`src/rtl/snake_defs.sv`:
```
// ============================================================================
// Module  : snake_defs
// Brief   : Shared widths, tile geometry and FSM encoding for the snake game.
// Revision: 1.0 - initial release
// ============================================================================
`default_nettype none

package snake_defs;

  localparam int BIT       = 10;
  localparam int MAX_LEN   = 16;
  localparam int IDX_W     = 4;
  localparam int TILE_LOG2 = 4;
  localparam int MAX_RETRY = 7;

  localparam logic [1:0] ST_IDLE  = 2'd0;
  localparam logic [1:0] ST_TRIG  = 2'd1;
  localparam logic [1:0] ST_LATCH = 2'd2;
  localparam logic [1:0] ST_SCAN  = 2'd3;

endpackage

`default_nettype wire

```
`src/rtl/food_placer.sv`:
```
// ============================================================================
// Module  : food_placer
// Brief   : Draws tile-aligned food candidates from random_position and
//           rejects any that land on the snake body, retrying a bounded number
//           of times before committing anyway.
// Revision: 1.0 - initial release
// ============================================================================
`default_nettype none

module food_placer #(
  parameter int BIT       = snake_defs::BIT,
  parameter int MAX_LEN   = snake_defs::MAX_LEN,
  parameter int IDX_W     = snake_defs::IDX_W,
  parameter int TILE_LOG2 = snake_defs::TILE_LOG2,
  parameter int MAX_RETRY = snake_defs::MAX_RETRY
) (
  input  logic             clk,
  input  logic             reset,
  input  logic             place_req,
  input  logic [IDX_W:0]   snake_len,
  output logic [IDX_W-1:0] seg_idx,
  input  logic [BIT-1:0]   seg_x,
  input  logic [BIT-1:0]   seg_y,
  output logic             rng_trigger,
  input  logic [BIT-1:0]   rng_x,
  input  logic [BIT-1:0]   rng_y,
  output logic [BIT-1:0]   food_x,
  output logic [BIT-1:0]   food_y,
  output logic             food_valid,
  output logic             busy,
  output logic             placed,
  output logic             place_fail
);

  import snake_defs::*;

  localparam int RETRY_W = (MAX_RETRY < 1) ? 1 : $clog2(MAX_RETRY + 1);
  localparam logic [RETRY_W-1:0] RETRY_MAX = RETRY_W'(MAX_RETRY);
  localparam logic [IDX_W:0]     LEN_MAX   = (IDX_W + 1)'(MAX_LEN);

  logic [1:0]         state_q,       state_d;
  logic [BIT-1:0]     cand_x_q,      cand_x_d;
  logic [BIT-1:0]     cand_y_q,      cand_y_d;
  logic [BIT-1:0]     food_x_q,      food_x_d;
  logic [BIT-1:0]     food_y_q,      food_y_d;
  logic               food_valid_q,  food_valid_d;
  logic               placed_q,      placed_d;
  logic               place_fail_q,  place_fail_d;
  logic               rng_trigger_q, rng_trigger_d;
  logic [IDX_W-1:0]   seg_idx_q,     seg_idx_d;
  logic [RETRY_W-1:0] retry_q,       retry_d;

  logic [IDX_W:0] len_clamped;
  logic [IDX_W:0] last_idx;
  logic           hit;
  logic           at_last;
  logic           commit;
  logic           force_fail;

  // Low tile bits are discarded by the alignment.
  logic unused_rng_lsbs;
  assign unused_rng_lsbs = ^{rng_x[TILE_LOG2-1:0], rng_y[TILE_LOG2-1:0]};

  always_comb begin
    len_clamped = (snake_len > LEN_MAX) ? LEN_MAX : snake_len;
    last_idx    = len_clamped - (IDX_W + 1)'(1);
    hit         = (seg_x == cand_x_q) && (seg_y == cand_y_q);
    at_last     = ({1'b0, seg_idx_q} == last_idx);
  end

  always_ff @(posedge clk or posedge reset) begin
    if (reset) begin
      state_q       <= ST_IDLE;
      cand_x_q      <= '0;
      cand_y_q      <= '0;
      food_x_q      <= '0;
      food_y_q      <= '0;
      food_valid_q  <= 1'b0;
      placed_q      <= 1'b0;
      place_fail_q  <= 1'b0;
      rng_trigger_q <= 1'b0;
      seg_idx_q     <= '0;
      retry_q       <= '0;
    end else begin
      state_q       <= state_d;
      cand_x_q      <= cand_x_d;
      cand_y_q      <= cand_y_d;
      food_x_q      <= food_x_d;
      food_y_q      <= food_y_d;
      food_valid_q  <= food_valid_d;
      placed_q      <= placed_d;
      place_fail_q  <= place_fail_d;
      rng_trigger_q <= rng_trigger_d;
      seg_idx_q     <= seg_idx_d;
      retry_q       <= retry_d;
    end
  end

  always_comb begin
    state_d      = state_q;
    cand_x_d     = cand_x_q;
    cand_y_d     = cand_y_q;
    seg_idx_d    = seg_idx_q;
    retry_d      = retry_q;
    food_valid_d = food_valid_q;
    commit       = 1'b0;
    force_fail   = 1'b0;

    case (state_q)
      ST_IDLE: begin
        if (place_req) begin
          state_d      = ST_TRIG;
          food_valid_d = 1'b0;
          retry_d      = '0;
        end
      end
      ST_TRIG: begin
        state_d = ST_LATCH;
      end
      ST_LATCH: begin
        // random_position already updated on the TRIG edge.
        cand_x_d  = {rng_x[BIT-1:TILE_LOG2], {TILE_LOG2{1'b0}}};
        cand_y_d  = {rng_y[BIT-1:TILE_LOG2], {TILE_LOG2{1'b0}}};
        seg_idx_d = '0;
        if (len_clamped == '0) begin
          commit = 1'b1;
        end else begin
          state_d = ST_SCAN;
        end
      end
      ST_SCAN: begin
        if (hit) begin
          if (retry_q < RETRY_MAX) begin
            retry_d = retry_q + RETRY_W'(1);
            state_d = ST_TRIG;
          end else begin
            commit     = 1'b1;
            force_fail = 1'b1;
          end
        end else if (at_last) begin
          commit = 1'b1;
        end else begin
          seg_idx_d = seg_idx_q + IDX_W'(1);
        end
      end
      default: begin
        state_d = ST_IDLE;
      end
    endcase

    if (commit) begin
      state_d      = ST_IDLE;
      food_valid_d = 1'b1;
    end

    food_x_d      = commit ? cand_x_d : food_x_q;
    food_y_d      = commit ? cand_y_d : food_y_q;
    placed_d      = commit;
    place_fail_d  = force_fail;
    rng_trigger_d = (state_d == ST_TRIG);
  end

  always_comb begin
    busy        = (state_q != ST_IDLE);
    seg_idx     = seg_idx_q;
    rng_trigger = rng_trigger_q;
    food_x      = food_x_q;
    food_y      = food_y_q;
    food_valid  = food_valid_q;
    placed      = placed_q;
    place_fail  = place_fail_q;
  end

endmodule

`default_nettype wire

```
`config.mk`:
```
export PLATFORM = sky130hd
export DESIGN_NAME = food_placer
export DESIGN_NICKNAME = d
export VERILOG_FILES = /design/src/rtl/snake_defs.sv /design/src/rtl/food_placer.sv
export SDC_FILE = /design/constraint.sdc
export NUM_CORES = 1
export LEC_CHECK = 0
export CAP_MARGIN = 0
export CORE_ASPECT_RATIO = 0.9
export CORE_MARGIN = 2
export CORE_UTILIZATION = 35
export CTS_BUF_LIST = sky130_fd_sc_hd__clkbuf_4
export CTS_CLUSTER_SIZE = 40
export DETAILED_ROUTE_END_ITERATION = 7
export HOLD_SLACK_MARGIN = 0.02
export PLACE_DENSITY = 0.63
export SETUP_SLACK_MARGIN = 0.5
export SYNTH_ARGS = -nofsm -noshare
export SYNTH_HDL_FRONTEND = slang
export SYNTH_SLANG_ARGS = --single-unit
```
`constraint.sdc`:
```
create_clock -name clk -period 2.7 [get_ports clk]
set_input_delay 0.54 -clock clk [delete_from_list [all_inputs] [get_ports clk]]
set_output_delay 0.54 -clock clk [all_outputs]
set_load 0.02 [all_outputs]
```
==> results.yml, run 1 <==
status:
  status: "completed"
setup_path:
  arrival_ps: 2770
  crit_slowest_cell: "a2111o_1"
  cp_slowest_stage_delay_ps: 470
  cp-startpoint: "snake_len[0]"
  cp.required_ps: 2950
  reg2reg_slack_ps: 250
  start_kind: "input pin"
  r2r-start: "seg_idx[3]"
  path_class: "in2reg"
  crit_path_max_fanout: 5
  crit_path_cell_trace: "buf_8 > o31a_1 > or4_4 > a2111o_1 > o311a_4 > buf_4 > buf_12 > mux2_4"
  r2r_cells: 6
  reg2reg_to: "food_x[3]"
  worst_setup_path_end_kind: "flip-flop"
floorplan:
  fp-row-count: 29
  io_pins: 77
  start_util_pct: 35.9
  die_h_um: 84.4
  coreArea_mm2: 0.00700
  die_w_um: 93.4
  die_area_mm2: 0.00788
logic_synthesis:
  synth_edf_count: 0
  synth_ff_type: "dfrtp_1"
  syn_area_mm2: 0.00252
  yosysSeqAreaShare_pct: 52.7
  synthArstFlopShare_pct: 100
  synth_warnings: 0
  synth_cell_types: 39
  synthCells: 197
  ys_seq_elements: 53
  synth_area_per_cell_um2: 12.8
  synth_fp_nets: 248
place:
  dp_cells: 367
  post-place-ws_ps: -460
  gp_congestion: 0.761
  place_hpwl_um: 3830
  io_buffers: 68
  dpl_cell_area_mm2: 0.00339
clocking:
  cts_tree: "done"
  cts_buffers: 5
  clk_pin_slew_worst_paths_ps: 150
  root_buffer: "clkbuf_4"
  cts_buffer_depth: 2
  htreeDepth: 2
  insertion_delay_ps: 370
  cts.sinks: 53
finish:
  layout-drive-gt1-share_pct: 27.8
  antenna_cells: 0
  nNetsFinal: 345
  finalNonFillerCells: 388
  syn2layout_area_growth_pct: 45.2
  finalInstanceArea_mm2: 0.00365
route:
  dr_total_vias: 1803
  route.antenna.remaining_nets: 0
  wl_per_cell_um: 14.8
  drt_wl_total_um: 5740
  first_iter_violations: 101
  viasPerCell: 4.65
  dr.pass1.iters: 5
  drc: 0
power:
  power-per-cell-area_mw_per_mm2: 770
  vdd_ir_drop_max_uv: 282
  p_leak_nw: 1.66
global_route:
  grt_max_degree: 26
  grt_pass1_vias: 1857
  grt_pass1_wl_um: 9560
  overflow: 0
  grt_antenna_before_repair: 0
  grt_use_total_pct: 15.1
sta:
  maxSlewHeadroom_pct: 66.3
  hold_violations: 0
  setup_viol: 0
  min_period_over_period_pct: 93.4
  maxSlewViolCount: 0
  fmax_mhz: 397
  skew_ps: 18.8
  fin_crit_ps: 2520
  tightest_slew_ps: 504
  setup_slack_ps: 179
  rsz0062_at_grt: "yes"
job:
  maxCapViolCount: 0
worst_hold_path:
  hold_path.class: "in2async"
-- cell families after synthesis --
| kind of cell | Yosys count | share of synthesized area, % |
|---|---|---|
| multiplexers | 34 | 17.5 |
| AND/OR/NAND/NOR | 50 | 11.1 |
| buffers and inverters | 15 | 3.48 |
| adder cells (fa/ha/maj) | 3 | 1.49 |
| flip-flops | 53 | 52.7 |
| AO/OA/AOI/OAI | 20 | 6.02 |
| XOR/XNOR | 22 | 7.66 |
-- placed cells by master (no fill, tap or decap), types with 3 or more instances in the layout --
master	count
and2_1	4
buf_4	21
buf_6	4
clkbuf_4	5
clkdlybuf4s50_1	63
dfrtp_1	52
inv_1	7
mux2_2	15
mux2_4	17
nand2_1	10
nand2b_1	4
nand3_1	5
nand4_1	5
nor2_1	4
nor2b_1	8
o22ai_1	3
xnor2_1	21
-- routing by layer --
metal  up-vias  wire, um  GRT usage [%]
met3         5       264           2.78
met5         -         0              0
li1        881         -              -
met4         0        53           3.61
met2        41      2630           23.5
met1       876      2800           21.9
-- state kept, by name, summed over array words and instances, names as in the netlist --
| name | cells |
|---|---|
| cand_x_q | 10 |
| cand_y_q | 10 |
| food_x | 10 |
| food_y | 10 |
| seg_idx | 4 |
| retry_q | 3 |
| state_q | 2 |
| food_valid | 1 |
| place_fail | 1 |
| placed | 1 |
| rng_trigger | 1 |
-- where the power goes --
| part | switching [W] | internal [W] |
|---|---|---|
| clock | 0.000240 | 0.0000950 |
| sequential | 0.000168 | 0.00102 |
| combinational | 0.000544 | 0.000742 |
| total | 0.000952 | 0.00186 |
-- critical path, delay by kind of cell --
kind,cells,cell delay [ps]
AOI/OAI and AO/OA,3,1130
and+or+nand+nor,1,420
buffers and inverters,3,380
muxes,1,290
-- through the flow --
step                util [%]  total power [W]  hold WS (ps)  TNS [ps]
global route            52.2          0.00302           517         0
detailed placement      48.4          0.00241           482    -10990
floorplan                  -          0.00195           454         0
global placement        48.4          0.00239           472    -10730
CTS                     50.8          0.00282           504         0
finish                  52.2          0.00281           509         0
-- how the worst max path moves through the flow --
| stage | endpoint | slack (ps) | cells after the start |
|---|---|---|---|
| finish | food_x[3] | 180 | 8 |
| floorplan | food_x[8] | 20 | 10 |
| CTS | food_y[5] | 230 | 10 |
| detailed placement | food_x[5] | -460 | 9 |
| global route | food_y[1] | 190 | 8 |
| global placement | food_y[6] | -450 | 9 |
-- what timing repair did --
action,CTS,global route
setup buffers,5,5
gates cloned,2,1
setup endpoints to repair,29,27
pin swaps,2,4
resized for setup,27,10
hold buffers,0,0
endpoints found under the hold margin,0,0
-- cells in the mapped netlist (2+ instances only) --
master,count,share of area (%)
inv_1,9,1.3
xnor2_1,21,7.3
o21ai_0,2,0.40
nor2_1,4,0.60
mux2i_1,2,0.80
nand2_1,10,1.5
nand4_1,5,1.2
nor2b_1,9,2.2
ha_1,3,1.5
buf_6,2,0.90
nand3_1,5,0.99
a21oi_1,2,0.40
mux2_4,16,9.5
or4_1,3,0.90
o211ai_1,2,0.60
o31ai_1,2,0.60
nand2b_1,4,0.99
a21boi_0,2,0.60
o22ai_1,3,0.75
and2_1,4,0.99
dfrtp_1,53,53
clkbuf_1,2,0.30
mux2_2,16,7.2
-- layout make-up --
class                           instances  area (um^2)
Sequential cell                        53         1330
Timing Repair Buffer                   96          983
Clock inverter                          3         12.5
Inverter                                9         33.8
Tap cell                               93          116
Fill cell                             622         3350
Multi-Input combinational cell        129         1140
Clock buffer                            5         37.5
No activity file was read; power rests on OpenSTA's default activity.
==> run 2, diff against run 1 <==
--- a/config.mk
+++ b/config.mk
@@ -7,7 +7,7 @@
 export LEC_CHECK = 0
 export CAP_MARGIN = 0
 export CORE_ASPECT_RATIO = 0.9
-export CORE_MARGIN = 2
+export CORE_MARGIN = 1.5
 export CORE_UTILIZATION = 35
 export CTS_BUF_LIST = sky130_fd_sc_hd__clkbuf_4
 export CTS_CLUSTER_SIZE = 40
==> constraint.sdc (replaced) <==
create_clock -name clk -period 2.4 [get_ports clk]
set_input_delay 0.48 -clock clk [delete_from_list [all_inputs] [get_ports clk]]
set_output_delay 0.48 -clock clk [all_outputs]
set_load 0.02 [all_outputs]
==> results.yml, run 2 (synthesis results as in run 1) <==
setup_path:
  cp.required_ps: 2660
  r2r_cells: 5
  worst_setup_path_end_kind: "flip-flop"
  arrival_ps: 2580
  path_class: "reg2reg"
  start_kind: "flip-flop"
  crit_path_max_fanout: 12
finish:
  layout-drive-gt1-share_pct: 28.2
  syn2layout_area_growth_pct: 43.7
  antenna_cells: 0
  layout_commonest_cell: "clkdlybuf4s50_1"
  nNetsFinal: 337
  most-common-layout-cells: "52 x clkdlybuf4s50_1, 51 x dfrtp_1, 20 x xnor2_1, 16 x mux2_4, 16 x mux2_2"
  finalInstanceArea_mm2: 0.00361
  fillerInstances: 636
route:
  wl_per_cell_um: 14.3
  route.antenna.remaining_nets: 0
  viasPerCell: 4.65
  dr.pass1.iters: 4
  drt_wl_total_um: 5450
  dr_total_vias: 1768
  drc: 0
  first_iter_violations: 33
sta:
  fin_crit_ps: 2320
  setup_viol: 0
  maxSlewViolCount: 0
  setup_slack_ps: 79.1
  holdWs_ps: 355
  skew_ps: 9.33
  rsz0062_at_grt: "yes"
  tns_ps: 0
  tightest_slew_ps: 346
  hold_violations: 0
  maxSlewHeadroom_pct: 76.7
  fmax_mhz: 431
  min_period_over_period_pct: 96.7
clocking:
  cts_tree: "done"
  clk_pin_slew_worst_paths_ps: 140
  insertion_delay_ps: 360
  cts.sinks: 53
  cts_buffer_depth: 2
  htreeDepth: 2
  cts_buffers: 5
  ctsHoldBuffers: 0
  root_buffer: "clkbuf_4"
global_route:
  grt_antenna_before_repair: 0
  grt_pass1_wl_um: 9030
  grt_max_degree: 30
  overflow: 0
  grt_use_total_pct: 14.7
  grt_pass1_vias: 1751
power:
  power-per-cell-area_mw_per_mm2: 873
  p_leak_nw: 1.72
  vdd_ir_drop_max_uv: 355
place:
  io_buffers: 68
  gp_congestion: 0.784
  post-place-ws_ps: -674
  place_hpwl_um: 3890
  dpl_cell_area_mm2: 0.00341
floorplan:
  die_area_mm2: 0.00771
  die_w_um: 92.4
  start_util_pct: 35.9
  fp-row-count: 29
  die_h_um: 83.4
  io_pins: 77
  coreArea_mm2: 0.00700
worst_hold_path:
  hold_path.class: "in2async"
job:
  maxCapViolCount: 0
status:
  status: "completed"
## run 2: cell type report
type / count / area, um^2 / share of cell area [%]
sequential: 53 / 1330 / 36.8
tap: 93 / 116 / 3.22
clock inverter: 1 / 7.51 / 0.208
inverter: 9 / 33.8 / 0.935
clock buffer: 7 / 52.6 / 1.45
timing repair buffer: 88 / 903 / 25.0
multi-input combinational: 129 / 1170 / 32.4
## run 2: per-stage QoR
stage	instances	total power, W	utilization, %
floorplan	197	0.00219	-
global placement	368	0.00270	48.7
detailed placement	368	0.00272	48.7
CTS	379	0.00316	50.8
global route	380	0.00336	51.6
finish	380	0.00315	51.6
## run 2: metal layers
layer  global-route usage [%]  routed length [um]  vias up
li1                         -                   -      870
met1                     21.6                2630      855
met2                     21.9                2520       39
met3                     3.11                 243        4
met4                     3.78                  50        0
met5                        0                   0        -
## run 2: path summary, 6_finish.rpt
kind | start | end | slack (ps)
worst max-delay path | seg_idx[3] | food_x[7] | 80
worst min register to register | retry_q[2] | retry_q[2] | 520
max in group asynchronous | reset | retry_q[1] | 1560
worst min-delay path | reset | placed | 360
worst max register to register | seg_idx[3] | food_x[7] | 80
min in group clk | retry_q[2] | retry_q[2] | 520
## run 2: worst max-delay path, cell delays in order (launching register included)
cell	delay, ps
dfrtp_1	410
or4_1	520
a2111o_1	450
o311a_4	380
buf_16	170
mux2_4	290
## run 2: power by group
group / internal, W / leakage [nW] / switching [W] / total (W)
combinational: 0.000794 / 1.01 / 0.000616 / 0.00141
sequential: 0.00115 / 0.678 / 0.000192 / 0.00134
clock: 0.000139 / 0.0324 / 0.000264 / 0.000403
## run 2: repair_timing
action | CTS | global route
setup endpoints to repair | 36 | 36
pin swaps | 7 | 10
gates resized for setup | 31 | 16
setup buffers | 1 | 1
gates cloned | 2 | 0
==> run 3, diff against run 2 <==
--- a/config.mk
+++ b/config.mk
@@ -8,12 +8,12 @@
 export CAP_MARGIN = 0
 export CORE_ASPECT_RATIO = 0.9
 export CORE_MARGIN = 1.5
-export CORE_UTILIZATION = 35
+export CORE_UTILIZATION = 48
 export CTS_BUF_LIST = sky130_fd_sc_hd__clkbuf_4
 export CTS_CLUSTER_SIZE = 40
 export DETAILED_ROUTE_END_ITERATION = 7
 export HOLD_SLACK_MARGIN = 0.02
-export PLACE_DENSITY = 0.63
+export PLACE_DENSITY = 0.82
 export SETUP_SLACK_MARGIN = 0.5
 export SYNTH_ARGS = -nofsm -noshare
 export SYNTH_HDL_FRONTEND = slang
==> results.yml, run 3 (synthesis results as in run 1) <==
setup_path:
  reg2reg_to: "food_x[8]"
  reg2reg_slack_ps: 180
  arrival_ps: 2700
  cp_top_family: "compound AO/OA/AOI/OAI gates"
  r2r_cells: 6
  path_class: "in2reg"
  start_kind: "input pin"
  r2r-start: "seg_idx[2]"
  crit_path_cell_trace: "buf_8 > o31a_1 > or4_1 > a2111o_1 > o311a_4 > buf_8 > mux2_4"
  crit_path_max_fanout: 7
  timing.critical_path.buf_inv: 2
  crit_slowest_cell: "or4_1"
  worst_setup_path_end_kind: "flip-flop"
  cp.required_ps: 2660
  crit_path_frequent_cell: "buf_8"
  cp_slowest_stage_delay_ps: 530
route:
  first_iter_violations: 79
  dr_total_vias: 1916
  drt_wl_total_um: 6160
  wl_per_cell_um: 17.2
  dr.pass1.iters: 5
  drc: 0
  viasPerCell: 5.35
  route.antenna.remaining_nets: 0
finish:
  most-common-layout-cells: "51 x dfrtp_1, 38 x clkdlybuf4s50_1, 20 x dlymetal6s2s_1, 19 x xnor2_1, 18 x buf_4"
  layout_commonest_cell: "dfrtp_1"
  syn2layout_area_growth_pct: 49.0
  nNetsFinal: 343
  antenna_cells: 0
  regArea_mm2: 0.00133
  finalInstanceArea_mm2: 0.00375
  layout-drive-gt1-share_pct: 32.1
  multiInputGateArea_mm2: 0.00123
  fillerInstances: 318
place:
  io_buffers: 68
  gp_congestion: 0.806
  place_hpwl_um: 4060
  dpl_cell_area_mm2: 0.00337
power:
  power_w: 0.00337
  p_leak_nw: 1.94
  vdd_ir_drop_max_uv: 525
  power-per-cell-area_mw_per_mm2: 900
clocking:
  clk_pin_slew_worst_paths_ps: 150
  cts.sinks: 53
  cts_buffer_depth: 2
  ctsHoldBuffers: 0
  insertion_delay_ps: 370
  root_buffer: "clkbuf_4"
  cts_tree: "done"
  htreeDepth: 2
  cts_buffers: 5
sta:
  maxSlewViolCount: 0
  hold_violations: 0
  skew_ps: 14.0
  setup_viol: 16
  rsz0062_at_grt: "yes"
  fin_crit_ps: 2440
  tightest_slew_ps: 511
  maxSlewHeadroom_pct: 65.9
  setup_slack_ps: -38.4
  fmax_mhz: 410
  min_period_over_period_pct: 102
job:
  maxCapViolCount: 0
worst_hold_path:
  hold_path.class: "in2async"
floorplan:
  start_util_pct: 50.8
  coreArea_mm2: 0.00495
  die_area_mm2: 0.00569
  die_w_um: 79.3
  fp-row-count: 24
  die_h_um: 71.7
  io_pins: 77
global_route:
  grt_max_degree: 31
  grt_use_total_pct: 21.4
  grt_pass1_wl_um: 9300
  grt_pass1_vias: 1982
  overflow: 0
  grt_antenna_before_repair: 0
status:
  violations: "negative setup slack"
  status: "finished, violations left"
==> run 3: worst reg2reg max path, delay by kind of cell (launching register included) <==
| kind | cells | cell delay [ps] |
|---|---|---|
| flip-flops | 1 | 520 |
| AO/OA/AOI/OAI | 2 | 790 |
| multiplexers | 2 | 450 |
| XOR/XNOR | 1 | 190 |
| buffers and inverters | 1 | 170 |
==> run 3: how the worst max path moves through the flow <==
stage,start,to,slack (ps),depth (start not counted)
global route,snake_len[0],food_x[7],-40,10
global placement,snake_len[0],food_x[7],-640,7
detailed placement,snake_len[0],food_x[8],-720,9
finish,snake_len[0],food_x[8],-40,7
floorplan,snake_len[4],food_x[8],-220,10
CTS,snake_len[0],food_x[8],-40,7
==> run 3: cell type report <==
cell class                 count  area share, %
clock inverter                 2          0.901
clock buffer                   6           1.20
timing repair buffer          94           26.7
sequential                    53           35.4
multi-input combinational    129           32.7
inverter                       9          0.901
tap                           65           2.17
==> run 3: per-stage QoR <==
stage	instances	setup TNS [ps]	hold slack (ps)	util [%]	setup WS, ps
after detailed placement	339	-17820	472	68.0	-718
final	358	-304	440	75.7	-38.4
after global routing	358	-416	486	75.7	-38.4
after CTS	355	-300	451	72.6	-37.7
after floorplan	197	-3800	454	-	-217
after global placement	339	-16100	472	68.0	-641
==> run 3: repair_timing <==
action | 4_1_cts | 5_1_grt
gates cloned | 2 | 0
setup buffers | 6 | 3
resized for setup | 41 | 39
setup endpoints to repair | 36 | 40
hold endpoints to repair | 0 | 0
pin swaps | 5 | 20
==> run 3: routing by layer <==
layer,vias to the layer above,wire [um],track usage [%]
li1,882,-,-
met1,952,2700,28.2
met2,71,3100,36.3
met3,11,277,3.31
met4,0,89,7.21
met5,-,0,0
==> run 3: report_power, final <==
part | total, W | internal (W) | switching (W) | leakage, nW
clock network | 0.000493 | 0.000229 | 0.000264 | 0.0433
logic | 0.00153 | 0.000847 | 0.000685 | 1.22
registers | 0.00135 | 0.00115 | 0.000200 | 0.678
